**config.mk**
```make
export PLATFORM = sky130hd
export DESIGN_NAME = serial_adder
export DESIGN_NICKNAME = d
export VERILOG_FILES = /design/src/rtl/serial_adder_pkg.sv /design/src/rtl/serial_adder_digit_adder.sv /design/src/rtl/serial_adder.sv
export SDC_FILE = /design/constraint.sdc
export NUM_CORES = 1
export LEC_CHECK = 0
export ABC_AREA = 1
export BUFFER_PORTS_ARGS = -buffer_cell sky130_fd_sc_hd__buf_2
export CORE_MARGIN = 2
export CORE_UTILIZATION = 30
export DETAILED_ROUTE_END_ITERATION = 6
export GPL_ROUTABILITY_DRIVEN = 1
export GPL_TIMING_DRIVEN = 0
export PLACE_DENSITY = 0.48
export SYNTH_ARGS = -nofsm -noshare
export SYNTH_HDL_FRONTEND = slang
export SYNTH_SLANG_ARGS = --single-unit
```
**constraint.sdc**
```tcl
create_clock -name clk -period 2.1 [get_ports clk]
set_input_delay 0.315 -clock clk [delete_from_list [all_inputs] [get_ports clk]]
set_output_delay 0.315 -clock clk [all_outputs]
set_load 0.05 [all_outputs]
```
**src/rtl/serial_adder_pkg.sv**
```systemverilog
// Shared constants for the digit-serial adder/subtractor: FSM state
// encodings and the counter-width helper.
package serial_adder_pkg;

  // FSM state encodings; 2'd3 is unused and recovers to ST_IDLE.
  localparam logic [1:0] ST_IDLE = 2'd0;
  localparam logic [1:0] ST_RUN  = 2'd1;
  localparam logic [1:0] ST_DONE = 2'd2;

  // Digit counter width: clog2(n), but never narrower than one bit.
  function automatic int cnt_width(input int n);
    return (n <= 1) ? 1 : $clog2(n);
  endfunction

endpackage

```
**src/rtl/serial_adder_digit_adder.sv**
```systemverilog
// Combinational DIGIT-bit ripple adder slice used by serial_adder.
// Also exports the carry into its top bit so the caller can form
// two's-complement overflow on the final digit.
module digit_adder #(
  parameter int DIGIT = 1
) (
  input  logic [DIGIT-1:0] a,
  input  logic [DIGIT-1:0] b,
  input  logic             ci,
  output logic [DIGIT-1:0] s,
  output logic             co,
  output logic             c_msb_in
);

  // Ripple the carry through the digit, tapping it before the top bit.
  always_comb begin
    logic c;
    c        = ci;
    c_msb_in = ci;
    s        = '0;
    for (int i = 0; i < DIGIT; i++) begin
      if (i == DIGIT - 1) c_msb_in = c;
      s[i] = a[i] ^ b[i] ^ c;
      c    = (a[i] & b[i]) | (c & (a[i] ^ b[i]));
    end
    co = c;
  end

endmodule

```
**src/rtl/serial_adder.sv**
```systemverilog
// Digit-serial adder/subtractor: WIDTH-bit operands processed DIGIT bits
// per clock through one registered carry, with start/busy/done handshake.
//
// state   | meaning
// --------+-----------------------------------------------------------
// ST_IDLE | waiting for start; operands latched on the accepting edge
// ST_RUN  | one digit per edge, LSB first; result committed on last edge
// ST_DONE | done pulse, result valid; returns to ST_IDLE unconditionally
module serial_adder
  import serial_adder_pkg::*;
#(
  parameter int WIDTH = 8,
  parameter int DIGIT = 1
) (
  input  logic             clk,
  input  logic             rst,
  input  logic             start,
  input  logic             sub,
  input  logic             cin,
  input  logic [WIDTH-1:0] a,
  input  logic [WIDTH-1:0] b,
  output logic             busy,
  output logic             done,
  output logic [WIDTH-1:0] sum,
  output logic             cout,
  output logic             overflow
);

  localparam int N  = WIDTH / DIGIT;
  localparam int CW = cnt_width(N);

  if (WIDTH < 2 || DIGIT < 1 || (WIDTH % DIGIT) != 0) begin : g_bad_params
    $error("serial_adder: WIDTH must be >= 2 and DIGIT must divide WIDTH");
  end

  logic [1:0]       state;
  logic [CW-1:0]    cnt;
  logic [WIDTH-1:0] sa;
  logic [WIDTH-1:0] sb;
  logic             carry;
  logic [WIDTH-1:0] res;

  logic [DIGIT-1:0]       d_s;
  logic                   d_co;
  logic                   d_msb;
  logic [WIDTH+DIGIT-1:0] res_cat;
  logic [WIDTH-1:0]       res_next;
  logic                   last;

  digit_adder #(.DIGIT(DIGIT)) u_digit (
    .a        (sa[DIGIT-1:0]),
    .b        (sb[DIGIT-1:0]),
    .ci       (carry),
    .s        (d_s),
    .co       (d_co),
    .c_msb_in (d_msb)
  );

  // New digit enters at the MSB end; the concatenation keeps this legal
  // even when a single digit covers the whole word.
  assign res_cat  = {d_s, res};
  assign res_next = res_cat[WIDTH+DIGIT-1:DIGIT];
  assign last     = (cnt == CW'(N - 1));

  assign busy = (state == ST_RUN) || (state == ST_DONE);
  assign done = (state == ST_DONE);

  // FSM, operand shift registers, carry, counter and committed result.
  always_ff @(posedge clk or posedge rst) begin
    if (rst) begin
      state    <= ST_IDLE;
      cnt      <= '0;
      sa       <= '0;
      sb       <= '0;
      carry    <= 1'b0;
      res      <= '0;
      sum      <= '0;
      cout     <= 1'b0;
      overflow <= 1'b0;
    end else begin
      case (state)
        ST_IDLE: begin
          if (start) begin
            sa    <= a;
            sb    <= sub ? ~b : b;
            carry <= cin ^ sub;
            cnt   <= '0;
            state <= ST_RUN;
          end
        end
        ST_RUN: begin
          sa    <= sa >> DIGIT;
          sb    <= sb >> DIGIT;
          carry <= d_co;
          res   <= res_next;
          cnt   <= cnt + 1'b1;
          if (last) begin
            sum      <= res_next;
            cout     <= d_co;
            overflow <= d_co ^ d_msb;
            state    <= ST_DONE;
          end
        end
        ST_DONE: state <= ST_IDLE;
        default: state <= ST_IDLE;
      endcase
    end
  end

endmodule
```
==> impl_metrics.json <==
{
  "syn_area_per_cell_um2": 7.75,
  "num_rows": 29,
  "antennaDiodeCount": 0,
  "htreeDepth": 2,
  "hpwl_um": 2790,
  "hold_path_class": "primary input to asynchronous set/reset pin",
  "crit_path_end_kind": "register",
  "crit_slowest_cell": "dfrtp_1",
  "io_pins": 33,
  "fin_area_um2": 2280,
  "drcViolationCount": 0,
  "layout.cells.non_filler": 363,
  "yosysWarnings": 0,
  "fp.dieH_um": 83.7,
  "root_buffer": "clkbuf_8",
  "min_period_over_period_pct": 77.6,
  "drv_cap": 0,
  "synth-seq-cells": 39,
  "gr-total-overflow": 0,
  "power_density_nw_per_um2": 1410,
  "path_class": "register to register",
  "synth_nets": 274,
  "fin_skew_ps": 5.97,
  "max-vdd-ir-drop_mv": 0.358,
  "syn_area_um2": 1910,
  "cp-start-kind": "register",
  "syn_inst": 246,
  "grt_pass1_wl_um": 7350,
  "grt_usage_pct": 13.0,
  "path_cells": "ha_1 > ha_1 > nand2_1 > buf_2 > nand2_1 > o21ai_0",
  "run_status": "completed",
  "wl_um": 4000,
  "seq_area_frac_synth_pct": 51.2,
  "die-area_um2": 7010,
  "hold_violations": 0,
  "antenna_found_initial": 0,
  "cts_made_buffers": 5,
  "fin_setup_tns_ps": 0,
  "fin_nets": 313,
  "switching_share_pct": 42.4,
  "worst-slew-pin-transition_ps": 833,
  "grt_max_degree": 40,
  "vias": 1543,
  "pwr-share-comb_pct": 44.2,
  "ctsResizeCount": 0,
  "power_frac_clock_pct": 19.8,
  "core_um2": 6240,
  "fin_crit_ps": 1630,
  "dp_cells": 355,
  "timing.final.max_slew_violations": 0,
  "setup_viol": 0,
  "grt_pass1_vias": 1585,
  "slowest_delay_ps": 400,
  "cts-hold-fix-buffers": 0,
  "fin_util_pct": 36.5,
  "holdWs_ps": 185,
  "clk_path_buf_depth": 2,
  "clk_pin_slew_ps": 80,
  "required_ps": 2320,
  "clk_latency_ps": 300,
  "start_util_pct": 30.6,
  "routedWlPerCell_um": 11.0,
  "seqPwrFrac_pct": 36.1,
  "synthDistinctLibCells": 16,
  "fmax_ghz": 0.614,
  "maxSlewHeadroom_pct": 44.4,
  "p_int_uw": 1850,
  "vias_per_cell": 4.25,
  "routabilityCongestion": 0.704,
  "cts.sinks": 39,
  "cp_max_fo": 10,
  "cp.arrival_ps": 1850,
  "drt_iter0_drc": 64,
  "firstDrtPassIters": 4,
  "cts_tree": "done",
  "p_sw_uw": 1360,
  "syn_to_final_growth_pct": 19.4,
  "placed_area_um2": 2160,
  "rsz0062_at_grt": "no",
  "drive_gt1_share_pct": 18.2,
  "port_buffers": 32,
  "leakage_uw": 0.00125,
  "detail-route-antenna-nets": 0,
  "die_w_um": 83.7,
  "post-cts-setup-buffers": 0
}
==> logic make-up (layout without fill, tap and decap cells) <==
logic type,after synthesis,count (layout),share of synthesized area (%)
and+or+nand+nor,130,130,26.6
DFF,39,39,51.2
buffers and inverters,38,78,8.27
AOI/OAI and AO/OA,31,31,8.53
adders and majority gates,7,7,4.99
xor gates and xnor gates,1,1,0.459
==> path summary, 6_finish.rpt <==
kind                              from        to  slack, ps  cells after the start
worst max-delay path            cnt[0]  overflow        470                      6
worst min-delay path               rst     sa[5]        180                      2
min in group clk                  a[7]     sa[7]        270                      3
worst min register to register  cnt[0]    cnt[0]        480                      1
max in group asynchronous          rst    cnt[0]       1390                      2
worst max register to register  cnt[0]  overflow        470                      6
==> synthesized netlist by cell type, drive strengths merged <==
cell type | count | area share, %
dfrtp | 39 | 51
o21ai | 31 | 8.5
fa | 1 | 1.0
nor2 | 18 | 3.5
nand3 | 13 | 3.4
nand2 | 99 | 20
inv | 28 | 5.5
buf | 6 | 2.0
xnor2 | 1 | 0.46
ha | 6 | 3.9
clkbuf | 4 | 0.79
==> registers in the layout (all words and copies together) (netlist names) <==
signal / flops
carry: 1
cnt: 3
cout: 1
overflow: 1
res: 7
sa: 8
sb: 8
state: 2
sum: 8
==> metrics by stage <==
step	setup slack (ps)	total power, uW
2_1_floorplan	714	2280
3_3_place_gp	253	2600
3_5_place_dp	446	2630
4_1_cts	400	3280
5_1_grt	263	3570
6_report	470	3210
==> cells in the final DEF, fill, tap and decap left out, types with 2 or more instances in the layout <==
cell	synthesis	routed
nand2_1	98	98
o21ai_0	10	10
buf_2	3	35
inv_1	26	25
o21ai_2	2	2
clkbuf_1	4	4
clkbuf_8	0	5
o21ai_1	19	19
nor2_1	18	18
ha_1	6	6
nand3_1	13	13
dfrtp_1	39	39
inv_2	2	3
buf_4	3	3
==> worst max-delay path, delay by kind of cell (launching register included) <==
kind	cells	cell delay (ps)
simple gates	2	360
compound gates	1	70
fa+ha+maj	2	440
flops	1	400
buf+inv	1	290
==> cell type report <==
| type | instances | area (um^2) |
|---|---|---|
| multi-input combinational | 169 | 773 |
| inverter | 28 | 105 |
| fill | 687 | 3970 |
| buffer | 10 | 52.6 |
| timing repair buffer | 32 | 160 |
| clock inverter | 3 | 43.8 |
| sequential | 39 | 976 |
| tap | 77 | 96.3 |
| clock buffer | 5 | 68.8 |
==> layer usage <==
metal / track usage, % / up-vias / part of all wire (%)
met5: 0 / - / 0
li1: - / 830 / -
met4: 5.28 / 0 / 1.9
met3: 2.77 / 7 / 3.6
met1: 17.5 / 677 / 52
met2: 20.4 / 29 / 43
==> power groups by stage <==
stage                     Sequential (uW)  Clock [uW]  Combinational, uW
after floorplan                      1190           0               1090
after global routing                 1200         689               1680
after CTS                            1160         655               1460
after detailed placement             1170           0               1450
after global placement               1160           0               1440
final                                1160         635               1420
Note: power is estimated with default switching activity, not from simulation.
